===== src/rtl/drive_arbiter.sv =====
// drive_arbiter: track debounce, obstacle hysteresis and follow/halt/search FSM.
// Optional DRIVE_STATUS_EN adds status and halt_cnt outputs.
module drive_arbiter #(
  parameter int DEB_CYCLES    = 100000,
  parameter int START_CYCLES  = 5000000,
  parameter int SEARCH_CYCLES = 50000000,
  parameter int STOP_CM       = 15,
  parameter int GO_CM         = 20
) (
  input  logic        clk,
  input  logic        rst,
  input  logic        left_track,
  input  logic        mid_track,
  input  logic        right_track,
  input  logic [19:0] distance,
  output logic [1:0]  mode
`ifdef DRIVE_STATUS_EN
  ,
  output logic [2:0]  status,
  output logic [7:0]  halt_cnt
`endif
);

  localparam int DW = $clog2(DEB_CYCLES + 1);
  localparam int TW = $clog2(START_CYCLES + 1);
  localparam int SW = $clog2(SEARCH_CYCLES + 1);

  localparam logic [DW-1:0] DEB_LAST    = DW'(DEB_CYCLES - 1);
  localparam logic [TW-1:0] START_LAST  = TW'(START_CYCLES - 1);
  localparam logic [SW-1:0] SEARCH_LAST = SW'(SEARCH_CYCLES - 1);

  localparam logic [19:0] STOP_D = 20'(STOP_CM);
  localparam logic [19:0] GO_D   = 20'(GO_CM);

  localparam logic [1:0] M_STOP  = 2'b00;
  localparam logic [1:0] M_LEFT  = 2'b01;
  localparam logic [1:0] M_RIGHT = 2'b10;
  localparam logic [1:0] M_FWD   = 2'b11;

  typedef enum logic [2:0] {
    S_START  = 3'd0,
    S_FOLLOW = 3'd1,
    S_HALT   = 3'd2,
    S_SEARCH = 3'd3,
    S_LOST   = 3'd4
  } state_t;

  logic [2:0]    w_raw;
  logic [2:0]    r_filt;
  logic [DW-1:0] r_deb_cnt [3];

  logic          r_obst;
  logic          w_obst_set;
  logic          w_obst_clr;
  logic          r_last_right;

  state_t        r_state;
  state_t        w_state_nxt;
  logic [1:0]    r_mode;
  logic [1:0]    w_mode_nxt;
  logic [TW-1:0] r_start_cnt;
  logic [TW-1:0] w_start_nxt;
  logic [SW-1:0] r_search_cnt;
  logic [SW-1:0] w_search_nxt;

  assign w_raw = {left_track, mid_track, right_track};

  function automatic logic [1:0] f_decode(input logic [2:0] lmr);
    logic [1:0] m;
    m = M_STOP;
    unique case (lmr)
      3'b010, 3'b111, 3'b101: m = M_FWD;
      3'b100, 3'b110:         m = M_LEFT;
      3'b001, 3'b011:         m = M_RIGHT;
      default:                m = M_STOP;
    endcase
    return m;
  endfunction

  // Per-sensor debounce: accept raw after DEB_CYCLES consecutive differing cycles
  always_ff @(posedge clk) begin
    if (rst) begin
      r_filt <= '0;
      for (int i = 0; i < 3; i++) r_deb_cnt[i] <= '0;
    end else begin
      for (int i = 0; i < 3; i++) begin
        if (w_raw[i] == r_filt[i]) begin
          r_deb_cnt[i] <= '0;
        end else if (r_deb_cnt[i] >= DEB_LAST) begin
          r_filt[i]    <= w_raw[i];
          r_deb_cnt[i] <= '0;
        end else begin
          r_deb_cnt[i] <= r_deb_cnt[i] + 1'b1;
        end
      end
    end
  end

  // Obstacle thresholds; distance 0 means no echo and never sets the flag
  assign w_obst_set = (distance != '0) && (distance < STOP_D);
  assign w_obst_clr = (distance >= GO_D);

  // Obstacle flag with hysteresis between STOP_CM and GO_CM
  always_ff @(posedge clk) begin
    if (rst) begin
      r_obst <= 1'b0;
    end else if (w_obst_set) begin
      r_obst <= 1'b1;
    end else if (w_obst_clr) begin
      r_obst <= 1'b0;
    end
  end

  // Remember which outer sensor last saw the line alone
  always_ff @(posedge clk) begin
    if (rst) begin
      r_last_right <= 1'b0;
    end else if (r_filt[2] && !r_filt[0]) begin
      r_last_right <= 1'b0;
    end else if (!r_filt[2] && r_filt[0]) begin
      r_last_right <= 1'b1;
    end
  end

  // Next state, counters and the mode that accompanies the next state
  always_comb begin
    w_state_nxt  = r_state;
    w_start_nxt  = r_start_cnt;
    w_search_nxt = r_search_cnt;
    w_mode_nxt   = M_STOP;
    unique case (r_state)
      S_START: begin
        if (r_start_cnt >= START_LAST) begin
          w_state_nxt = S_FOLLOW;
        end else begin
          w_start_nxt = r_start_cnt + 1'b1;
        end
      end
      S_FOLLOW: begin
        if (r_obst) begin
          w_state_nxt = S_HALT;
        end else if (r_filt == 3'b000) begin
          w_state_nxt  = S_SEARCH;
          w_search_nxt = '0;
        end
      end
      S_HALT: begin
        if (!r_obst) w_state_nxt = S_FOLLOW;
      end
      S_SEARCH: begin
        if (r_obst) begin
          w_state_nxt = S_HALT;
        end else if (|r_filt) begin
          w_state_nxt = S_FOLLOW;
        end else if (r_search_cnt >= SEARCH_LAST) begin
          w_state_nxt = S_LOST;
        end else begin
          w_search_nxt = r_search_cnt + 1'b1;
        end
      end
      S_LOST: begin
        if (|r_filt) w_state_nxt = S_FOLLOW;
      end
      default: w_state_nxt = S_START;
    endcase
    unique case (w_state_nxt)
      S_FOLLOW: w_mode_nxt = f_decode(r_filt);
      S_SEARCH: w_mode_nxt = r_last_right ? M_RIGHT : M_LEFT;
      default:  w_mode_nxt = M_STOP;
    endcase
  end

  // State, mode and timers are registered together
  always_ff @(posedge clk) begin
    if (rst) begin
      r_state      <= S_START;
      r_mode       <= M_STOP;
      r_start_cnt  <= '0;
      r_search_cnt <= '0;
    end else begin
      r_state      <= w_state_nxt;
      r_mode       <= w_mode_nxt;
      r_start_cnt  <= w_start_nxt;
      r_search_cnt <= w_search_nxt;
    end
  end

  assign mode = r_mode;

`ifdef DRIVE_STATUS_EN
  logic [7:0] r_halt_cnt;

  // Count entries into HALT, saturating
  always_ff @(posedge clk) begin
    if (rst) begin
      r_halt_cnt <= '0;
    end else if (w_state_nxt == S_HALT && r_state != S_HALT
                 && r_halt_cnt != 8'hFF) begin
      r_halt_cnt <= r_halt_cnt + 8'd1;
    end
  end

  assign status   = r_state;
  assign halt_cnt = r_halt_cnt;
`endif

endmodule


===== config.mk =====
export PLATFORM = sky130hd
export DESIGN_NAME = drive_arbiter
export DESIGN_NICKNAME = d
export VERILOG_FILES = /design/src/rtl/drive_arbiter.sv
export SDC_FILE = /design/constraint.sdc
export NUM_CORES = 1
export LEC_CHECK = 0
export CAP_MARGIN = 20
export CORE_MARGIN = 2
export CORE_UTILIZATION = 55
export DETAILED_ROUTE_END_ITERATION = 10
export PLACE_DENSITY = 0.74
export SYNTH_ARGS = -nofsm -noshare
export SYNTH_HDL_FRONTEND = slang
export SYNTH_SLANG_ARGS = --single-unit

===== constraint.sdc =====
create_clock -name clk -period 4.2 [get_ports clk]
set_input_delay 0.84 -clock clk [delete_from_list [all_inputs] [get_ports clk]]
set_output_delay 0.84 -clock clk [all_outputs]
set_load 0.02 [all_outputs]

==> impl_metrics.csv, run 1 <==
group,metric,value,unit
routing,detail-route-antenna-nets,0,
global_routing,grt.total_usage,21.0,%
global_routing,grt_pass1_wl,19800,µm
yosys,synth.ff_latch_count,110,
finish,final_area,0.00658,mm²
place,placed_area,0.00639,mm²
timing,max_freq,417,MHz
power,p_total,1.94,mW
clock_tree,cts_hold_buf,0,
place,dp_slack,1.53,ns
routing,num_vias,4682,
routing,post_drt_wl_per_cell,13.3,µm
place,place_inst,833,
floorplan,start_util,56.9,%
power,power_leakage,2.23,nW
power,combPwrFrac,6.1,%
timing,rsz0062_at_grt,"false",
floorplan,die-area,0.0115,mm²
finish,diodes,0,
yosys,synth.top_cell.area_share,26.1,%
clock_tree,cts_tree,"yes",
power,swShare,25.4,%
clock_tree,cts_made_buffers,9,
routing,drc,0,
yosys,ys_seq_area_share,46.2,%
clock_tree,clock_latency,0.38,ns
setup_path,crit_arrival,2.61,ns
setup_path,crit_type,"register to register",
setup_path,rrSetupSlack,1.80,ns
routing,first_iter_violations,204,
timing,clock_skew,0.0191,ns
yosys,synth_cell_types,69,
clock_tree,postCtsSetupBuffers,0,
global_routing,grt_pass1_vias,4454,
power,pwr-share-seq,61.5,%
finish,layout-drive-gt1-share,5.19,%
routing,drtPass1Iterations,4,
power,cellInternalPower,1.45,mW
clock_tree,clk_transition_reported_paths,0.12,ns
outcome,status,"completed",
yosys,avgSynthCellArea,9.19,µm²
place,port-buffer-count,26,
clock_tree,htreeDepth,3,
setup_path,worstPathRequired,4.41,ns
global_routing,grt-ovfl-total,0,
power,peakVddDrop,0.000155,V
timing,finalSetupViolations,0,
timing,worst_pin_slew,0.754,ns
routing,wl,11300,µm
yosys,synth_area_leaders,"edfxtp_1 (26%), dfxtp_1 (20%), nor2_1 (6.3%), xor2_1 (5.7%), nand2_1 (3.6%)",
setup_path,crit_path_start,"r_deb_cnt[1][0]",
floorplan,core_area,0.0103,mm²
setup_path,r2r_cells,6,
clock_tree,cts.sinks,110,
routing,post_drt_via_cell_ratio,5.51,
finish,final_common_cell,"nor2_1",
timing,fin_crit_sh,57.1,%
timing,drv_slew,0,
power,powerDensity,295,mW/mm²
yosys,yosysTopAreaCell,"edfxtp_1",
setup_path,endpoint,"r_deb_cnt[1][7]",
yosys,ys.warnings.count,0,
setup_path,worstSetupStartpointType,"register",
power,switchingPower,0.493,mW
setup_path,endpoint_kind,"register",
yosys,async_reset_ff_share,0,%
timing,finalCriticalPeriod,2.40,ns
setup_path,r2r_start,"r_deb_cnt[1][0]",
yosys,syn-instance-count,639,
floorplan,row_count,37,
place,gp_congestion,0.837,
clock_tree,post_cts.resized_instances,0,
finish,nNetsFinal,738,
place,dpl.hpwl,8220,µm
global_routing,antenna_found_initial,0,
floorplan,die_y,107,µm
yosys,synth_edf_count,51,
setup_path,critPathMaxFanout,17,
timing,setup_ws,1.80,ns
timing,relSlewSlack,49.4,%
global_routing,grt_max_degree,21,
clock_tree,cts_buffer_depth,2,
timing,setup_tns,0,ns
hold_path,hold_class,"register to register",
yosys,synth_area,0.00587,mm²
finish,layout_common_cells,"nor2_1 (99), dfxtp_1 (59), nand2_1 (57)",
power,clkPwrFrac,32.4,%
setup_path,rr_endpoint,"r_deb_cnt[1][7]",
timing,hold_viol_final,0,
finish,layout.cells.non_filler,849,
finish,syn_to_final_growth,12.1,%
clock_tree,cts_root_buffer,"clkbuf_8",
run,maxCapViolCount,0,
floorplan,pin_count,27,
floorplan,die_w,107,µm
yosys,synth_flop_cell,"dfxtp_1",
[area by class of cell]
cell class	instances	area (µm²)
fill	839	3740
inverter	15	56.3
timing repair buffer	29	283
sequential	110	2710
clock inverter	6	62.6
clock buffer	10	128
tap	136	170
multi-input combinational	543	3170
[power groups by stage]
stage                     logic, mW  clock network [mW]  registers, mW
after floorplan              0.0801                   0           1.21
after global placement        0.114                   0           1.21
after detailed placement      0.117                   0           1.22
after CTS                     0.118               0.640           1.19
after global routing          0.136               0.679           1.20
final                         0.119               0.628           1.19
[synthesized netlist by cell type, types with 5 or more instances]
library cell / instances
nor2_1: 99
o211ai_1: 10
and4_1: 5
nor3_1: 9
or4_1: 14
a21oi_1: 40
inv_1: 15
o31ai_1: 8
xnor2_1: 20
edfxtp_1: 51
and3_1: 12
nand2_1: 57
or3_1: 25
ha_1: 5
nor4_1: 8
buf_2: 5
nand4_1: 16
clkbuf_1: 8
dfxtp_1: 59
xor2_1: 38
nand3_1: 37
o21ai_0: 24
[how the worst min path moves through the flow]
| stage | startpoint | endpoint | slack (ns) | cells past startpoint |
|---|---|---|---|---|
| 3_3_place_gp | r_search_cnt[1] | r_search_cnt[1] | 0.46 | 2 |
| 5_1_grt | r_search_cnt[1] | r_search_cnt[1] | 0.51 | 2 |
| 3_5_place_dp | r_search_cnt[1] | r_search_cnt[1] | 0.47 | 2 |
| 2_1_floorplan | r_search_cnt[5] | r_search_cnt[5] | 0.45 | 2 |
| 6_report | r_search_cnt[1] | r_search_cnt[1] | 0.49 | 2 |
| 4_1_cts | r_search_cnt[1] | r_search_cnt[1] | 0.49 | 2 |
[critical path: stages, from the launching register on]
cell and delay, ns:
edfxtp_1 0.47, ha_1 0.28, and2_1 0.18, nor4b_1 0.23
o21ai_0 0.21, or3_1 0.64, nor2_1 0.22
[sequential cells by signal, summed over array words and instances (netlist names)]
| name | count |
|---|---|
| r_start_cnt | 23 |
| r_obst | 1 |
| r_search_cnt | 26 |
| mode | 2 |
| r_filt | 3 |
| r_deb_cnt | 51 |
| r_last_right | 1 |
| r_state | 3 |
[kinds of logic (layout without fill, tap and decap cells)]
family | count (synthesis) | after routing | share of synthesized area, %
fa+ha+maj | 5 | 5 | 1.07
buf+inv | 36 | 60 | 2.98
mux | 6 | 6 | 1.09
other cells | 1 | 51 | 0.0639
compound gates | 118 | 118 | 14.0
flops | 110 | 110 | 46.2
simple gates | 305 | 305 | 25.9
xor+xnor | 58 | 58 | 8.65
[routing by layer]
metal / share of wire (%) / vias up / track usage [%]
met2: 49 / 47 / 36.3
met1: 48 / 2205 / 27.6
met3: 1.6 / 11 / 2.18
li1: - / 2419 / -
met4: 1.3 / 0 / 6.40
met5: 0 / - / 0
[metrics by stage]
stage	hold slack [ns]	utilization, %
2_1_floorplan	0.448	-
3_3_place_gp	0.458	61.9
3_5_place_dp	0.473	61.9
4_1_cts	0.486	63.8
5_1_grt	0.513	63.8
6_report	0.491	63.8
Note: power is estimated with default switching activity, not from simulation.
==> run 2: changes to the inputs <==
- clock period: 4.2 -> 2.4 ns (I/O delays scaled with it)
==> impl_metrics.csv, run 2 (synthesis results as in run 1) <==
group,metric,value,unit
place,gp_congestion,0.848,
run,maxCapViolCount,0,
hold_path,min_path_cells,2,
timing,worst_hold_slack,0.495,ns
routing,post_drt_via_cell_ratio,5.59,
outcome,status,"completed",
clock_tree,cts_root_buffer,"clkbuf_8",
place,place_inst,846,
routing,detail-route-antenna-nets,0,
routing,drc,0,
clock_tree,postCtsSetupBuffers,0,
clock_tree,clock_latency,0.38,ns
routing,wl,11300,µm
global_routing,grt-ovfl-total,0,
clock_tree,cts_buffer_depth,2,
floorplan,pin_count,27,
routing,drtPass1Iterations,5,
timing,max_freq,441,MHz
floorplan,core_area,0.0103,mm²
timing,worst_pin_slew,0.673,ns
setup_path,worstSetupStartpointType,"register",
finish,final_common_cell,"nor2_1",
timing,rsz0062_at_grt,"false",
global_routing,grt_pass1_vias,4489,
power,powerDensity,505,mW/mm²
finish,layout.cells.non_filler,862,
place,dpl.hpwl,8380,µm
setup_path,worstPathRequired,2.62,ns
timing,drv_slew,0,
global_routing,antenna_found_initial,0,
setup_path,crit_arrival,2.49,ns
clock_tree,cts_made_buffers,9,
routing,num_vias,4819,
hold_path,hold_class,"register to register",
floorplan,die-area,0.0115,mm²
timing,finalCriticalPeriod,2.27,ns
finish,layout-drive-gt1-share,7.44,%
routing,first_iter_violations,188,
finish,final_area,0.00672,mm²
setup_path,rrSetupSlack,0.13,ns
clock_tree,cts_tree,"yes",
clock_tree,clk_transition_reported_paths,0.10,ns
setup_path,r2r_cells,6,
setup_path,endpoint_kind,"register",
timing,clock_skew,0.0208,ns
timing,hold_viol_final,0,
finish,layout_common_cells,"nor2_1 (99), dfxtp_1 (59), nand2_1 (57)",
finish,largest_reg_flops,51,
finish,reg_top3,"r_deb_cnt x51, r_search_cnt x26, r_start_cnt x23",
place,dp_slack,-0.0115,ns
setup_path,critPathMaxFanout,17,
global_routing,grt_pass1_wl,19500,µm
floorplan,die_y,107,µm
floorplan,die_w,107,µm
finish,diodes,0,
global_routing,grt.total_usage,20.7,%
place,port-buffer-count,26,
clock_tree,cts_hold_buf,0,
finish,syn_to_final_growth,14.4,%
global_routing,grt_max_degree,22,
setup_path,crit_type,"register to register",
power,power_leakage,2.30,nW
clock_tree,cts.sinks,110,
finish,nNetsFinal,751,
timing,relSlewSlack,54.8,%
power,peakVddDrop,0.000363,V
clock_tree,htreeDepth,3,
floorplan,row_count,37,
timing,finalSetupViolations,0,
timing,setup_ws,0.135,ns
floorplan,start_util,56.9,%
timing,fin_crit_sh,94.4,%
place,placed_area,0.00649,mm²
finish,top_register,"r_deb_cnt",
routing,post_drt_wl_per_cell,13.1,µm
-- run 2: critical path: stages, from the launching register on --
cell,delay (ns)
edfxtp_1,0.45
or4_1,0.56
nand2b_1,0.17
nand3_1,0.08
a21oi_1,0.06
or3_1,0.61
nor2_1,0.19
-- run 2: per-layer routing --
layer,wire length (µm),up-vias,share of wire (%),GRT usage [%]
met5,0,-,0,0
met4,139,0,1.2,5.57
met3,265,17,2.3,4.42
met2,5690,57,50,36.5
met1,5240,2296,46,25.6
li1,-,2449,-,-
-- run 2: final timing paths --
kind	start	end
min reg2reg	r_search_cnt[24]	r_search_cnt[24]
max reg2reg	r_deb_cnt[0][13]	r_deb_cnt[0][15]
max	r_deb_cnt[0][13]	r_deb_cnt[0][15]
min	r_search_cnt[24]	r_search_cnt[24]
-- run 2: power breakdown --
part | switching [mW] | internal (mW) | leakage [nW]
Clock | 0.640 | 0.451 | 0.0966
Sequential | 0.0598 | 2.02 | 1.00
Combinational | 0.112 | 0.105 | 1.20
Total | 0.812 | 2.58 | 2.30
-- run 2: metrics by stage --
| step | TNS (ns) | utilization (%) | power (mW) |
|---|---|---|---|
| after floorplan | 0 | - | 2.25 |
| after global placement | 0 | 62.9 | 2.33 |
| after detailed placement | -0.0115 | 62.9 | 2.34 |
| after CTS | 0 | 64.8 | 3.42 |
| after global routing | 0 | 65.1 | 3.55 |
| final | 0 | 65.1 | 3.39 |
-- run 2: area by class of cell --
cell class / instances / area, µm²
Clock buffer: 11 / 153
Clock inverter: 5 / 41.3
Fill cell: 869 / 3610
Inverter: 15 / 56.3
Multi-Input combinational cell: 543 / 3200
Sequential cell: 110 / 2710
Tap cell: 136 / 170
Timing Repair Buffer: 42 / 380
-- run 2: timing repair --
item	in CTS	in global routing
resized for setup	1	5
pin swaps	0	0
setup endpoints to repair	2	37
endpoints found under the hold margin	0	0
